File: src/rtl/led_animator.sv
// LED-bar animation engine for the Pong score display: turns goal/win pulses into
// repeated sweep, converge and fill patterns with win preemption and a pending goal.
module led_animator #(
   parameter int LED_WIDTH   = 8,
   parameter int STEP_CYCLES = 1,
   parameter int LEAD_CYCLES = 3,
   parameter int REPEATS     = 3
) (
   input  logic                 BALL_CLOCK,
   input  logic                 RESET,
   input  logic                 goal_player_1,
   input  logic                 goal_player_2,
   input  logic                 win_player_1,
   input  logic                 win_player_2,
   output logic [LED_WIDTH-1:0] led,
   output logic                 busy,
   output logic                 done,
   output logic [1:0]           anim_id
);

   localparam int FW = $clog2(LED_WIDTH + 1);
   localparam int SW = (STEP_CYCLES > 1) ? $clog2(STEP_CYCLES) : 1;
   localparam int LW = (LEAD_CYCLES > 1) ? $clog2(LEAD_CYCLES) : 1;
   localparam int RW = (REPEATS > 1) ? $clog2(REPEATS) : 1;

   localparam logic [SW-1:0] STEP_LAST = SW'(STEP_CYCLES - 1);
   localparam logic [LW-1:0] LEAD_LAST = LW'((LEAD_CYCLES > 0) ? LEAD_CYCLES - 1 : 0);
   localparam logic [RW-1:0] REP_LAST  = RW'(REPEATS - 1);
   localparam logic [FW-1:0] GOAL_LAST = FW'(LED_WIDTH);
   localparam logic [FW-1:0] WIN_LAST  = FW'(LED_WIDTH - 1);

   typedef enum logic [1:0] {IDLE, LEAD, RUN} state_t;

   state_t          state, nxt_state;
   logic [LW-1:0]   lead_cnt, nxt_lead;
   logic [SW-1:0]   step_cnt, nxt_step;
   logic [FW-1:0]   frame_idx, nxt_frame, frame_last;
   logic [RW-1:0]   rep_cnt, nxt_rep;
   logic            pend_vld, nxt_pend_vld;
   logic            pend_id, nxt_pend_id;
   logic [1:0]      nxt_id;
   logic            nxt_done;
   logic            launch;
   logic            start_vld, keep_vld, keep_id;
   logic [1:0]      start_id;

   // Frame index to LED pattern; the last index of each repetition is the dark frame.
   function automatic logic [LED_WIDTH-1:0] pattern(input logic [1:0] id,
                                                    input logic [FW-1:0] frame);
      logic [LED_WIDTH-1:0] p;
      int f, j, lo, hi;
      logic conv;
      f    = int'(frame);
      lo   = 0;
      hi   = -1;
      j    = 0;
      conv = 1'b0;
      if (!id[1]) begin
         if (f < LED_WIDTH) begin
            lo = id[0] ? f : LED_WIDTH - 1 - f;
            hi = lo;
         end
      end else if (f < LED_WIDTH / 2) begin
         conv = 1'b1;
      end else if (f < LED_WIDTH - 1) begin
         j  = f - LED_WIDTH / 2 + 1;
         lo = id[0] ? LED_WIDTH / 2 - 1 - j : LED_WIDTH / 2 - 1;
         hi = id[0] ? LED_WIDTH / 2         : LED_WIDTH / 2 + j;
      end
      for (int b = 0; b < LED_WIDTH; b++) begin
         p[b] = (b >= lo && b <= hi) || (conv && (b == f || b == LED_WIDTH - 1 - f));
      end
      return p;
   endfunction

   // Start arbitration: wins first, then the pending goal, then fresh goals.
   // Any goal not started is what remains for the pending slot.
   always_comb begin
      start_vld = 1'b1;
      start_id  = 2'd0;
      keep_vld  = 1'b0;
      keep_id   = 1'b0;
      if (win_player_1) begin
         start_id = 2'd2;
      end else if (win_player_2) begin
         start_id = 2'd3;
      end else if (pend_vld) begin
         start_id = {1'b0, pend_id};
         keep_vld = goal_player_1 | goal_player_2;
         keep_id  = ~goal_player_1;
      end else if (goal_player_1) begin
         start_id = 2'd0;
         keep_vld = goal_player_2;
         keep_id  = 1'b1;
      end else if (goal_player_2) begin
         start_id = 2'd1;
      end else begin
         start_vld = 1'b0;
      end
   end

   always_comb begin
      nxt_state    = state;
      nxt_id       = anim_id;
      nxt_lead     = lead_cnt;
      nxt_step     = step_cnt;
      nxt_frame    = frame_idx;
      nxt_rep      = rep_cnt;
      nxt_pend_vld = pend_vld;
      nxt_pend_id  = pend_id;
      nxt_done     = 1'b0;
      launch       = 1'b0;
      frame_last   = anim_id[1] ? WIN_LAST : GOAL_LAST;
      case (state)
         IDLE: launch = start_vld;
         default: begin
            if (!anim_id[1] && (win_player_1 || win_player_2)) begin
               launch = 1'b1;
            end else begin
               if (!anim_id[1] && (goal_player_1 || goal_player_2)) begin
                  nxt_pend_vld = 1'b1;
                  nxt_pend_id  = ~goal_player_1;
               end
               if (state == LEAD) begin
                  if (lead_cnt == LEAD_LAST) begin
                     nxt_state = RUN;
                     nxt_lead  = '0;
                  end else begin
                     nxt_lead = lead_cnt + 1'b1;
                  end
               end else if (step_cnt != STEP_LAST) begin
                  nxt_step = step_cnt + 1'b1;
               end else begin
                  nxt_step = '0;
                  if (frame_idx != frame_last) begin
                     nxt_frame = frame_idx + 1'b1;
                  end else begin
                     nxt_frame = '0;
                     if (rep_cnt != REP_LAST) begin
                        nxt_rep = rep_cnt + 1'b1;
                     end else begin
                        nxt_done  = 1'b1;
                        nxt_state = IDLE;
                        launch    = start_vld;
                     end
                  end
               end
            end
         end
      endcase
      if (launch) begin
         nxt_state    = (LEAD_CYCLES == 0) ? RUN : LEAD;
         nxt_id       = start_id;
         nxt_lead     = '0;
         nxt_step     = '0;
         nxt_frame    = '0;
         nxt_rep      = '0;
         nxt_pend_vld = keep_vld;
         nxt_pend_id  = keep_id;
      end
   end

   always_ff @(posedge BALL_CLOCK or posedge RESET) begin
      if (RESET) begin
         state     <= IDLE;
         anim_id   <= 2'd0;
         lead_cnt  <= '0;
         step_cnt  <= '0;
         frame_idx <= '0;
         rep_cnt   <= '0;
         pend_vld  <= 1'b0;
         pend_id   <= 1'b0;
         done      <= 1'b0;
         busy      <= 1'b0;
         led       <= '0;
      end else begin
         state     <= nxt_state;
         anim_id   <= nxt_id;
         lead_cnt  <= nxt_lead;
         step_cnt  <= nxt_step;
         frame_idx <= nxt_frame;
         rep_cnt   <= nxt_rep;
         pend_vld  <= nxt_pend_vld;
         pend_id   <= nxt_pend_id;
         done      <= nxt_done;
         busy      <= (nxt_state != IDLE);
         led       <= (nxt_state == RUN) ? pattern(nxt_id, nxt_frame) : '0;
      end
   end

endmodule

File: config.mk
export PLATFORM = sky130hd
export DESIGN_NAME = led_animator
export DESIGN_NICKNAME = d
export VERILOG_FILES = /design/src/rtl/led_animator.sv
export SDC_FILE = /design/constraint.sdc
export NUM_CORES = 1
export LEC_CHECK = 0
export CORE_UTILIZATION = 45
export CTS_CLUSTER_DIAMETER = 100
export DETAILED_ROUTE_END_ITERATION = 6
export PLACE_DENSITY = 0.67
export SETUP_SLACK_MARGIN = 0.4
export SLEW_MARGIN = 20
export SYNTH_ARGS = -nofsm -noshare
export SYNTH_HDL_FRONTEND = slang
export SYNTH_SLANG_ARGS = --single-unit
File: constraint.sdc
create_clock -name BALL_CLOCK -period 3.7 [get_ports BALL_CLOCK]
set_input_delay 0.37 -clock BALL_CLOCK [delete_from_list [all_inputs] [get_ports BALL_CLOCK]]
set_output_delay 0.37 -clock BALL_CLOCK [all_outputs]
set_load 0.01 [all_outputs]
==> flow_metrics.env, run 1 <==
export IMPL_status="complete, no violations"
export IMPL_holdCritPathClass="reg -> reg"
export IMPL_vias_per_cell=6.23
export IMPL_maxCapViolations=0
export IMPL_cpMaxStageDelayCell="or4b_1"
export IMPL_crit_type="reg -> reg"
export IMPL_overflow=0
export IMPL_pre_cts_slack_ns=-0.107
export IMPL_rows=24
export IMPL_drive_gt1_frac=0.375
export IMPL_multiInputGateArea_um2=1650
export IMPL_final_common_cell="buf_4"
export IMPL_grt_max_degree=25
export IMPL_vias=2316
export IMPL_wire_per_inst_um=17.7
export IMPL_syn_nets=272
export IMPL_cts_root_buf="clkbuf_8"
export IMPL_place_hpwl_mm=4.83
export IMPL_r2r_start="rep_cnt[0]"
export IMPL_ys_async_sr_fraction=1.00
export IMPL_h_tree_depth=1
export IMPL_die_h_um=71.1
export IMPL_n_fill_cell=355
export IMPL_remaining_drc_errors=0
export IMPL_cts_path_max_buffers=2
export IMPL_place_gp_congestion=0.919
export IMPL_placedCellCount=357
export IMPL_min_period_ns=3.45
export IMPL_firstDrtPassIters=4
export IMPL_hp_start="lead_cnt[1]"
export IMPL_tightest_slew_ns=0.996
export IMPL_layout_cells_non_filler=372
export IMPL_buffer_ports_inserted=17
export IMPL_rsz0062_at_grt="true"
export IMPL_hold_buffers=0
export IMPL_hold_path_endpoint="lead_cnt[1]"
export IMPL_cts_num_sinks=24
export IMPL_antenna_found_initial=0
export IMPL_dieArea_um2=5060
export IMPL_syn_inst=253
export IMPL_grt_first_pass_wirelength_mm=10.7
export IMPL_syn_area_um2=2150
export IMPL_fmax_mhz=290
export IMPL_core_region_area_um2=4470
export IMPL_rrSetupSlack_ns=0.25
export IMPL_syn_avg_cell_area_um2=8.50
export IMPL_holdPathStages=1
export IMPL_layout_common_cells="buf_4, nand2_1, dfrtp_1, nor2_1"
export IMPL_syn2layout_area_growth_pct=42.3
export IMPL_slew_limit_headroom=0.335
export IMPL_path_cells="inv_2 -> ha_4 -> and2_4 -> a32oi_4 -> o211ai_4 -> buf_6 -> nor2_4 -> inv_2 -> ha_4 -> xnor2_4 -> ha_4 -> inv_2 -> nand3_2 -> a211oi_2 -> or4b_1 -> a32o_2 -> a21oi_2 -> o32ai_2"
export IMPL_hold_viol_final=0
export IMPL_cpPeakStageDelay_ns=0.50
export IMPL_antenna_cells=0
export IMPL_numCtsBuffers=3
export IMPL_period_share=0.933
export IMPL_postRouteAntennaNets=0
export IMPL_clkTransAtPathRegs_ns=0.10
export IMPL_synth_edf_count=0
export IMPL_start_kind="flip-flop"
export IMPL_die_w_um=71.1
export IMPL_fin_setup_tns_ns=0
export IMPL_final_setup_viol_count=0
export IMPL_dr_first_iter_drc_count=188
export IMPL_seq_area_um2=602
export IMPL_cp_end_kind="flip-flop"
export IMPL_tritoncts="done"
export IMPL_fin_ws_ns=0.248
export IMPL_worstPathArrival_ns=3.60
export IMPL_synth_seq_cells=24
export IMPL_routed_wl_mm=6.57
export IMPL_ys_types=71
export IMPL_fin_worst_skew_ns=0.00664
export IMPL_ys_warn_count=0
export IMPL_synthFlopType="dfrtp_1"
export IMPL_grt_pass1_vias=2254
export IMPL_hold_ws_ns=0.545
export IMPL_path_max_fanout=5
export IMPL_grt_usage=0.271
export IMPL_synth_seq_area_share=0.279
export IMPL_clk_latency_ns=0.27
export IMPL_required_ns=3.85
export IMPL_rr_worst_depth=18
export IMPL_reg2reg_to="led[5]"
export IMPL_start_util=0.480
export IMPL_io_pins=18
export IMPL_finalMaxSlewViolations=0
export IMPL_fin_nets=340
-- cell usage after synthesis (all sizes together) (4+ instances only) --
| master | count | area share |
|---|---|---|
| nor3 | 5 | 0.014 |
| ha | 13 | 0.076 |
| nand3 | 5 | 0.012 |
| o32ai | 5 | 0.020 |
| xnor2 | 4 | 0.016 |
| nor2 | 22 | 0.040 |
| dfrtp | 24 | 0.28 |
| and2 | 6 | 0.017 |
| nand2 | 25 | 0.044 |
| a31oi | 4 | 0.012 |
| buf | 7 | 0.024 |
| a32oi | 10 | 0.044 |
| o21ai | 14 | 0.033 |
| or2 | 4 | 0.012 |
| inv | 17 | 0.031 |
| a21oi | 19 | 0.044 |
-- layout make-up --
type                            count  area share
Multi-Input combinational cell    200       0.538
Sequential cell                    24       0.197
Timing Repair Buffer               73       0.195
Inverter                           19      0.0254
Tap cell                           52      0.0213
Clock buffer                        3      0.0135
Clock inverter                      1     0.00982
-- what timing repair did --
| item | 4_1_cts | 5_1_grt |
|---|---|---|
| pin swaps | 7 | 6 |
| setup buffers | 3 | 8 |
| gates resized for setup | 22 | 16 |
| setup endpoints to repair | 8 | 8 |
| cloned | 0 | 0 |
-- flip-flops by register name (all words and copies together), names as in the netlist --
signal / count
led: 8
pend_vld: 1
busy: 1
rep_cnt: 2
frame_idx: 4
lead_cnt: 2
done: 1
state: 2
anim_id: 2
pend_id: 1
-- routing by layer --
metal / share of wire / track usage
met4: 0.021 / 0.0867
met3: 0.061 / 0.0356
met5: 0 / 0
met1: 0.44 / 0.360
met2: 0.48 / 0.457
-- worst max-delay path by stage --
stage                     slack [ns]      to         start  depth (start not counted)
after floorplan                 0.24  led[4]    anim_id[1]                         19
after global placement         -0.05  led[4]  win_player_2                         18
after detailed placement       -0.11  led[4]  win_player_2                         18
after CTS                       0.29  led[4]    rep_cnt[0]                         18
after global routing            0.16  led[4]    anim_id[1]                         15
final                           0.25  led[5]    rep_cnt[0]                         18
-- logic make-up (layout without fill, tap and decap cells) --
kind of cell    Yosys count  count (layout)  synth area share
flops                    24              24             0.279
xor+xnor                  5               5            0.0204
fa+ha+maj                14              14            0.0803
compound gates           91              91             0.322
buf+inv                  29              96            0.0646
mux                       2               2            0.0157
simple gates             88              88             0.218
-- critical path: cells and delay by family (launching register included) --
kind	cells	cell delay (ns)
flip-flops	1	0.38
adder cells (fa/ha/maj)	3	0.69
AO/OA/AOI/OAI	6	0.97
AND/OR/NAND/NOR	4	0.84
XOR/XNOR	1	0.16
buffers and inverters	4	0.31
-- per-stage QoR --
| stage | util | cell area (um^2) |
|---|---|---|
| 2_1_floorplan | - | 2250 |
| 3_3_place_gp | 0.613 | 2740 |
| 3_5_place_dp | 0.613 | 2740 |
| 4_1_cts | 0.655 | 2930 |
| 5_1_grt | 0.684 | 3060 |
| 6_report | 0.684 | 3060 |
Power of run 1 is not shown: default switching activity piles up to over one toggle a cycle in this logic, so the estimate is an artifact.
==> inputs of run 2 (changes only) <==
Settings changed: SLEW_MARGIN 20 to 5.
==> results of run 2 <==
Final layout, timing and power as in run 1 (identical DEF).
Power of run 2 is left out for the same reason.
==> inputs of run 3 (changes only) <==
Settings changed: SLEW_MARGIN 5 to unset.
Clock period 3.7 ns to 2.85 ns, I/O delays scaled along.
==> run 3 against run 2 <==
The run now ends with DRC, setup timing left. Non-clock buffer count rose by 32. Via count increased by 3.1%. Clock-buffer cell count unchanged. Flip-flop and latch count is the same. Register-to-register slack got worse by 0.82 ns. Final area rose by 5.3%. Clock skew decreased by 0.0024 ns. Hold slack lost 0.041 ns. Sequential share of layout area decreased by 0.99 points.
==> flow_metrics.env, run 3 (same netlist as run 1, synthesis figures left out) <==
export IMPL_worstPathArrival_ns=3.56
export IMPL_syn2layout_area_growth_pct=49.8
export IMPL_numCtsBuffers=3
export IMPL_min_period_ns=3.42
export IMPL_vias=2388
export IMPL_fin_util=0.720
export IMPL_finalMaxSlewViolations=0
export IMPL_n_fill_cell=351
export IMPL_status="complete, but fails checks"
export IMPL_top_layer="met4"
export IMPL_grt_usage=0.273
export IMPL_io_pins=18
export IMPL_grt_max_degree=25
export IMPL_rows=24
export IMPL_required_ns=3.00
export IMPL_fin_worst_skew_ns=0.00425
export IMPL_cp_end_kind="flip-flop"
export IMPL_routed_wl_mm=6.61
export IMPL_path_cells="nor3b_4 -> a32oi_2 -> o211ai_2 -> buf_4 -> nor2_4 -> inv_2 -> ha_4 -> xnor2_4 -> ha_4 -> inv_2 -> nand3_2 -> a211oi_2 -> or4b_1 -> a32o_2 -> a21oi_2 -> o32ai_1"
export IMPL_core_region_area_um2=4470
export IMPL_final_setup_viol_count=8
export IMPL_rsz0062_at_grt="true"
export IMPL_drive_gt1_frac=0.401
export IMPL_layout_common_cells="buf_4, nand2_1, dfrtp_1, nor2_1"
export IMPL_fin_nets=372
export IMPL_path_buf_inv=3
export IMPL_hold_viol_final=0
export IMPL_vias_per_cell=5.91
export IMPL_met2RoutedLength_mm=3.22
export IMPL_clkTransAtPathRegs_ns=0.09
export IMPL_hold_buffers=0
export IMPL_die_w_um=71.1
export IMPL_place_hpwl_mm=5.27
export IMPL_place_gp_congestion=0.955
export IMPL_violations="DRC, setup timing"
export IMPL_cts_num_sinks=24
export IMPL_start_util=0.480
export IMPL_layout_cells_non_filler=404
export IMPL_cts_root_buf="clkbuf_8"
export IMPL_start_kind="flip-flop"
export IMPL_wl_met3_um=288
export IMPL_wl_met1_mm=2.97
export IMPL_path_max_fanout=7
export IMPL_grt_first_pass_wirelength_mm=10.7
export IMPL_grt_pass1_vias=2297
export IMPL_fmax_mhz=293
export IMPL_dieArea_um2=5060
export IMPL_buffer_ports_inserted=17
export IMPL_antenna_cells=0
export IMPL_dr_first_iter_drc_count=179
export IMPL_postRouteAntennaNets=0
export IMPL_final_common_cell="buf_4"
export IMPL_cpMaxStageDelayCell="or4b_1"
export IMPL_tritoncts="done"
export IMPL_worst_path_dominant_cell_family="compound AO/OA/AOI/OAI gates"
export IMPL_fin_ws_ns=-0.568
export IMPL_h_tree_depth=1
export IMPL_maxCapViolations=0
export IMPL_r2r_start="anim_id[1]"
export IMPL_largest_reg_flops=8
export IMPL_firstDrtPassIters=6
export IMPL_wire_per_inst_um=16.4
export IMPL_cpPeakStageDelay_ns=0.54
export IMPL_tightest_slew_ns=0.914
export IMPL_crit_path_start="anim_id[1]"
export IMPL_remaining_drc_errors=1
export IMPL_clk_latency_ns=0.27
export IMPL_placedCellCount=396
export IMPL_cts_path_max_buffers=2
export IMPL_period_share=1.20
export IMPL_die_h_um=71.1
export IMPL_crit_type="reg -> reg"
export IMPL_slew_limit_headroom=0.390
export IMPL_top_register="led"
export IMPL_holdCritPathClass="in -> async"
export IMPL_antenna_found_initial=0
export IMPL_overflow=0
export IMPL_reg_top3="led x8, frame_idx x4"
## run 3: cell types whose count changed in the layout (fill, tap and decap cells not counted), sizes merged
cell and change:
buf +33, clkdlybuf4s50 +1, clkbuf -1, dlygate4sd2 -1
## run 3: repair_timing
item                                    CTS  global route
setup buffers                             4             0
endpoints found under the setup margin    8             9
pin swaps                                11             0
gates cloned                              0             0
gates resized for setup                  15             2
## run 3: path summary, 6_finish.rpt
kind | endpoint | slack (ns) | depth (start not counted)
setup / recovery | led[5] | -0.57 | 16
hold / removal | lead_cnt[1] | 0.50 | 2
setup reg to reg | led[5] | -0.57 | 16
hold reg to reg | lead_cnt[1] | 0.53 | 1
max in group asynchronous | anim_id[1] | 1.72 | 2
min in group BALL_CLOCK | lead_cnt[1] | 0.53 | 1
## run 3: final cells by class
cell class / instances / area, um^2 / area share
flip-flops and latches: 24 / 602 / 0.187
repair buffers: 105 / 830 / 0.258
clock inverters: 1 / 30.0 / 0.00932
inverters: 19 / 77.6 / 0.0241
well taps: 52 / 65.1 / 0.0202
clock buffers: 3 / 41.3 / 0.0128
multi-input cells: 200 / 1580 / 0.489
## run 3: per-stage QoR
step                      TNS [ns]  hold WS [ns]  setup WS, ns  cell area (um^2)
after floorplan              -4.21         0.300        -0.612              2270
after global placement       -6.19         0.501        -0.798              3050
after detailed placement     -6.65         0.511        -0.870              3050
after CTS                    -4.08         0.530        -0.529              3210
after global routing         -5.48         0.561        -0.726              3220
final                        -4.21         0.503        -0.568              3220
## run 3: metal layers
| layer | vias up | global-route usage |
|---|---|---|
| met5 | - | 0 |
| met3 | 10 | 0.0185 |
| met4 | 0 | 0.116 |
| met2 | 61 | 0.465 |
| li1 | 1164 | - |
| met1 | 1153 | 0.361 |
Power of run 3 is left out for the same reason.
